**config.mk**
```make
export PLATFORM = sky130hd
export DESIGN_NAME = barrel_rot_pipe
export DESIGN_NICKNAME = d
export VERILOG_FILES = /design/src/rtl/barrel_rot_pipe.sv
export SDC_FILE = /design/constraint.sdc
export NUM_CORES = 1
export LEC_CHECK = 0
export ABC_CLOCK_PERIOD_IN_PS = 1600
export CORE_MARGIN = 2
export CORE_UTILIZATION = 48
export DETAILED_ROUTE_END_ITERATION = 8
export PLACE_DENSITY_LB_ADDON = 0.12
export SLEW_MARGIN = 10
export SYNTH_ARGS = -nofsm -noshare
export SYNTH_HDL_FRONTEND = slang
export SYNTH_SLANG_ARGS = --single-unit
```
**constraint.sdc**
```tcl
create_clock -name clk -period 1.6 [get_ports clk]
set_input_delay 0.32 -clock clk [delete_from_list [all_inputs] [get_ports clk]]
set_output_delay 0.32 -clock clk [all_outputs]
set_load 0.01 [all_outputs]
```
**src/rtl/barrel_rot_pipe.sv**
```systemverilog
// -----------------------------------------------------------------------------
// barrel_rot_pipe
//   Registered, handshaked rotate stage.
//
//   Stage 1 captures a word plus its rotate amount. A right-rotate is turned
//   into the equivalent left amount here, at accept time. A log2(WIDTH)-level
//   rotate-left mux network then works on the stage-1 register. Stage 2
//   registers the rotated word, and stage 2 drives the outputs directly, so
//   there is no combinational path from the inputs to the output data.
//
// Ports
//   clk        in   sole clock, rising edge
//   rst_n      in   asynchronous active-low reset
//   flush      in   synchronous clear of both pipeline valids
//   in_valid   in   request present
//   in_ready   out  stage 1 can accept this cycle (combinational)
//   in_data    in   [WIDTH] word to rotate
//   in_amt     in   [SHW]   rotate amount 0..WIDTH-1
//   in_dir     in   0 = left, 1 = right
//   out_valid  out  result present (registered)
//   out_ready  in   consumer takes result this cycle
//   out_data   out  [WIDTH] rotated word (registered)
//   out_amt    out  [SHW]   effective left amount applied (registered)
// -----------------------------------------------------------------------------
`ifndef WIDTH
`define WIDTH 8
`endif

module barrel_rot_pipe #(
    parameter int WIDTH = `WIDTH,
    parameter int SHW   = $clog2(WIDTH)
) (
    input  logic             clk,
    input  logic             rst_n,
    input  logic             flush,
    input  logic             in_valid,
    output logic             in_ready,
    input  logic [WIDTH-1:0] in_data,
    input  logic [SHW-1:0]   in_amt,
    input  logic             in_dir,
    output logic             out_valid,
    input  logic             out_ready,
    output logic [WIDTH-1:0] out_data,
    output logic [SHW-1:0]   out_amt
);

    logic             r_s1_v;
    logic [WIDTH-1:0] r_s1_data;
    logic [SHW-1:0]   r_s1_eff;
    logic             r_s2_v;
    logic [WIDTH-1:0] r_s2_data;
    logic [SHW-1:0]   r_s2_eff;

    logic             w_s2_free;
    logic             w_s1_adv;
    logic             w_in_fire;
    logic [SHW-1:0]   w_eff;
    logic [WIDTH-1:0] w_lvl [0:SHW];

    // Right by n equals left by (WIDTH - n) mod WIDTH. That is the two's
    // complement of n in SHW bits, so right-by-0 maps to 0.
    assign w_eff = in_dir ? ({SHW{1'b0}} - in_amt) : in_amt;

    assign w_s2_free = !r_s2_v || out_ready;
    assign w_s1_adv  = r_s1_v && w_s2_free;
    assign in_ready  = !flush && (!r_s1_v || w_s2_free);
    assign w_in_fire = in_valid && in_ready;

    // Rotate network: level k rotates left by 2^k when bit k of the amount is set.
    assign w_lvl[0] = r_s1_data;
    genvar k;
    generate
        for (k = 0; k < SHW; k++) begin : g_lvl
            localparam int SH = 1 << k;
            assign w_lvl[k+1] = r_s1_eff[k]
                              ? {w_lvl[k][WIDTH-1-SH:0], w_lvl[k][WIDTH-1:WIDTH-SH]}
                              : w_lvl[k];
        end
    endgenerate

    // Stage 1: capture operands on input transfer, empty on flush or advance.
    always_ff @(posedge clk or negedge rst_n) begin
        if (!rst_n) begin
            r_s1_v    <= 1'b0;
            r_s1_data <= {WIDTH{1'b0}};
            r_s1_eff  <= {SHW{1'b0}};
        end else if (w_in_fire) begin
            r_s1_v    <= 1'b1;
            r_s1_data <= in_data;
            r_s1_eff  <= w_eff;
        end else if (flush || w_s1_adv) begin
            r_s1_v    <= 1'b0;
        end else begin
            r_s1_v    <= r_s1_v;
        end
    end

    // Stage 2: take the rotated word when stage 1 advances; the valid bit
    // drops on drain or flush. Data is only written on advance, so it stays
    // stable through a stall.
    always_ff @(posedge clk or negedge rst_n) begin
        if (!rst_n) begin
            r_s2_v    <= 1'b0;
            r_s2_data <= {WIDTH{1'b0}};
            r_s2_eff  <= {SHW{1'b0}};
        end else begin
            if (w_s1_adv) begin
                r_s2_data <= w_lvl[SHW];
                r_s2_eff  <= r_s1_eff;
            end else begin
                r_s2_data <= r_s2_data;
                r_s2_eff  <= r_s2_eff;
            end
            if (flush) begin
                r_s2_v <= 1'b0;
            end else if (w_s1_adv) begin
                r_s2_v <= 1'b1;
            end else if (out_ready) begin
                r_s2_v <= 1'b0;
            end else begin
                r_s2_v <= r_s2_v;
            end
        end
    end

    assign out_valid = r_s2_v;
    assign out_data  = r_s2_data;
    assign out_amt   = r_s2_eff;

    barrel_rot_pipe_chk #(
        .WIDTH (WIDTH),
        .SHW   (SHW)
    ) u_chk (
        .clk       (clk),
        .rst_n     (rst_n),
        .flush     (flush),
        .in_ready  (in_ready),
        .out_valid (out_valid),
        .out_ready (out_ready),
        .out_data  (out_data),
        .out_amt   (out_amt)
    );

endmodule

// -----------------------------------------------------------------------------
// barrel_rot_pipe_chk
//   Protocol properties of the rotate pipe: a stalled output is stable and
//   stays valid, and no input is accepted in a flush cycle.
// -----------------------------------------------------------------------------
module barrel_rot_pipe_chk #(
    parameter int WIDTH = 8,
    parameter int SHW   = 3
) (
    input logic             clk,
    input logic             rst_n,
    input logic             flush,
    input logic             in_ready,
    input logic             out_valid,
    input logic             out_ready,
    input logic [WIDTH-1:0] out_data,
    input logic [SHW-1:0]   out_amt
);

    a_stall_stable: assert property (@(posedge clk) disable iff (!rst_n)
        (out_valid && !out_ready) |=> ($stable(out_data) && $stable(out_amt)));

    a_stall_held: assert property (@(posedge clk) disable iff (!rst_n)
        (out_valid && !out_ready && !flush) |=> out_valid);

    a_flush_blocks: assert property (@(posedge clk) disable iff (!rst_n)
        flush |-> !in_ready);

endmodule

```
==> impl_metrics.toml, run 1 <==
[timing]
hold_viol = 0
finalClockSkew_ps = 1.727
relSlewSlack_pct = 76.84
setup_viol = 0
fin_crit_sh_pct = 96.84
min_period_ps = 1549
hold-worst-slack_ps = 344.3
slew_violations = 0
fmax_mhz = 645.4
rsz0062_at_grt = "false"
worstMarginPinSlew_ps = 347.5

[pwr]
p_leak_nw = 0.7367
vdd_drop_max_mv = 0.7631
power.density_mw_per_mm2 = 1147

[clocking]
tritoncts = "done"
cts-hold-fix-buffers = 0
clock_latency_ps = 310
clock_sinks = 24
clk_pin_slew_worst_paths_ps = 130
clockBufferDepth = 2
htreeDepth = 1
cts-buffers-inserted = 3
cts-root-buf = "clkbuf_4"

[synth]
synth-seq-cells = 24
syn-cell-area_sq_mm = 0.001250
netlist_instances = 106
ys_types = 20
synth_ff_type = "dfrtp_1"
async_reset_ff_share_pct = 100.0
synth_seq_area_share_pct = 48.05
yosysTopAreaCellShare_pct = 48.05
synth_most_common_cell = "dfrtp_1"
synth-edff-count = 0
ys.warnings.count = 0
yosysTopAreaCell = "dfrtp_1"
synthTopCellsByArea = "dfrtp_1 (48%), mux2_4 (12%), mux2_2 (11%)"
netlist_top_cells_count = "dfrtp_1 (24), o22ai_1 (16), mux2_2 (12)"
synthesis.nets = 124
synth.avg_cell_area_sq_um = 11.79

[drt]
dr_wl_met2_mm = 1.058
drtPass1Iterations = 4
top_layer_used = "met4"
antenna_left = 0
drt-met1-wl_mm = 1.140
drt_iter0_markers = 14
viasPerCell = 5.458
wl_met3_um = 121
num_vias = 917
routedWlPerCell_um = 13.92
drt-total-wl_mm = 2.339
drc_errors = 0

[finish]
nNetsFinal = 157
num_antenna_cells = 0
area_growth_pct = 30.73
nFillCells = 218
register_area_sq_um = 600.6
multi_input_area_sq_um = 594.3
fin_util_pct = 65.96
layout-drive-gt1-share_pct = 25.36

[placement]
portBuffers = 29
place_congestion = 0.9096
place_hpwl_mm = 1.769

[global_routing]
antenna_found_initial = 0
grt_max_degree = 25
grt_pass1_wl_mm = 3.898
overflow = 0
track_usage_pct = 18.19
grt_pass1_vias = 859

[floorplanning]
core_area_sq_mm = 0.002477
die-area_sq_mm = 0.003028
io_pins = 30
die_w_um = 55.03
num_rows = 18
fp.dieH_um = 55.03
initial_utilization_pct = 50.45

[critical_path]
timing.critical_path.buf_inv = 1
r2r_slack_ps = 150
crit_family = "buffers and inverters"
r2r_cells = 5
worstPathArrival_ps = 1230
criticalPathCategory = "reg -> out"
crit_cells = 1
crit_chain = "clkdlybuf4s50_1"
slowest_stage = "clkdlybuf4s50_1"
slowest_delay_ps = 540
critPathLaunchType = "flip-flop"
worst_setup_path_end_kind = "output port"
critPathRequiredTime_ps = 1280
crit_fanout = 2

[hold_path]
worstHoldPathType = "in -> async"

[flow_run]
cap_violations = 0

[outcome]
status = "completed"
==> report_power, final <==
part	switching (mW)	leakage [nW]	internal (mW)
registers	0.0937	0.289	0.740
clock network	0.177	0.0210	0.139
logic	0.303	0.427	0.422
total	0.574	0.737	1.30
==> kinds of logic after synthesis <==
| family | share of synthesized area, % |
|---|---|
| AO/OA/AOI/OAI | 17.92 |
| XOR/XNOR | 0.7008 |
| adder cells (fa/ha/maj) | 1.001 |
| buffers and inverters | 4.404 |
| flip-flops | 48.05 |
| multiplexers | 22.82 |
| AND/OR/NAND/NOR | 5.105 |
==> final cells by class <==
type                       count  share of cell area [%]
multi-input combinational     71                   36.37
clock buffer                   4                   2.221
tap                           30                   2.297
sequential                    24                   36.75
timing repair buffer          35                   21.44
inverter                       4                  0.9188
==> what timing repair did <==
action	CTS	global route
setup endpoints to repair	1	4
pin swaps	0	0
gates resized for setup	3	4
cloned	0	0
setup buffers	0	0
==> cell usage in the layout, fill, tap and decap left out <==
| master | synthesis | final |
|---|---|---|
| o31ai_1 | 8 | 8 |
| buf_12 | 0 | 1 |
| nor2_1 | 3 | 3 |
| or2_2 | 1 | 1 |
| o21ai_0 | 9 | 9 |
| xnor2_1 | 1 | 1 |
| a21oi_1 | 2 | 2 |
| clkdlybuf4s50_1 | 0 | 25 |
| buf_2 | 2 | 1 |
| dlymetal6s2s_1 | 0 | 3 |
| buf_4 | 1 | 5 |
| nand2_1 | 2 | 2 |
| inv_1 | 4 | 4 |
| clkbuf_8 | 0 | 1 |
| nand2b_1 | 4 | 4 |
| dfrtp_1 | 24 | 24 |
| clkbuf_4 | 0 | 3 |
| mux2_2 | 12 | 12 |
| nor2b_4 | 1 | 1 |
| o22ai_1 | 16 | 16 |
| mux2_4 | 10 | 10 |
| ha_1 | 1 | 1 |
| a211o_1 | 1 | 1 |
==> sequential cells by signal, indices dropped and copies added, names as in the netlist <==
signal and flops:
r_s1_v 1, r_s1_data 8, r_s1_eff 3, out_data 8, out_amt 3, out_valid 1
==> worst paths after layout <==
path	endpoint	startpoint
worst max-delay path	out_amt[1]	out_amt[1]
worst min-delay path	r_s1_v	rst_n
worst max register to register	out_data[5]	out_valid
worst min register to register	out_data[1]	out_data[1]
max in group asynchronous	r_s1_data[7]	rst_n
min in group clk	out_data[1]	out_data[1]
==> stage by stage <==
step	TNS [ps]	power [mW]	setup slack, ps	std cells	instance area (sq um)
2_1_floorplan	0	1.269	191.6	106	1250
3_3_place_gp	-4044	1.569	-263.9	164	1595
3_5_place_dp	-4344	1.580	-295.5	164	1595
4_1_cts	0	1.895	5.821	168	1633
5_1_grt	0	2.010	0.3814	168	1634
6_report	0	1.875	50.52	168	1634
==> layer usage <==
layer  vias up  global-route usage, %
met2        25                  29.96
met4         0                  7.317
met1       429                  23.18
met5         -                      0
met3         4                  4.032
li1        459                      -
No activity file was read; power rests on OpenSTA's default activity.
==> run 2, diff against run 1 <==
SYNTH_HIERARCHICAL = 1   (was unset)
==> results of run 2 <==
Final layout, timing and power as in run 1 (identical DEF).
Among the figures that moved: Yosys warning count 0 -> 6
==> run 3, diff against run 2 <==
HOLD_SLACK_MARGIN = 0.06   (was unset)
SLEW_MARGIN = unset   (was 10)
TNS_END_PERCENT = 1   (was unset)
==> results of run 3 <==
Final layout, timing and power as in run 1 (identical DEF).
Among the figures that moved: Yosys warning count 0 -> 6
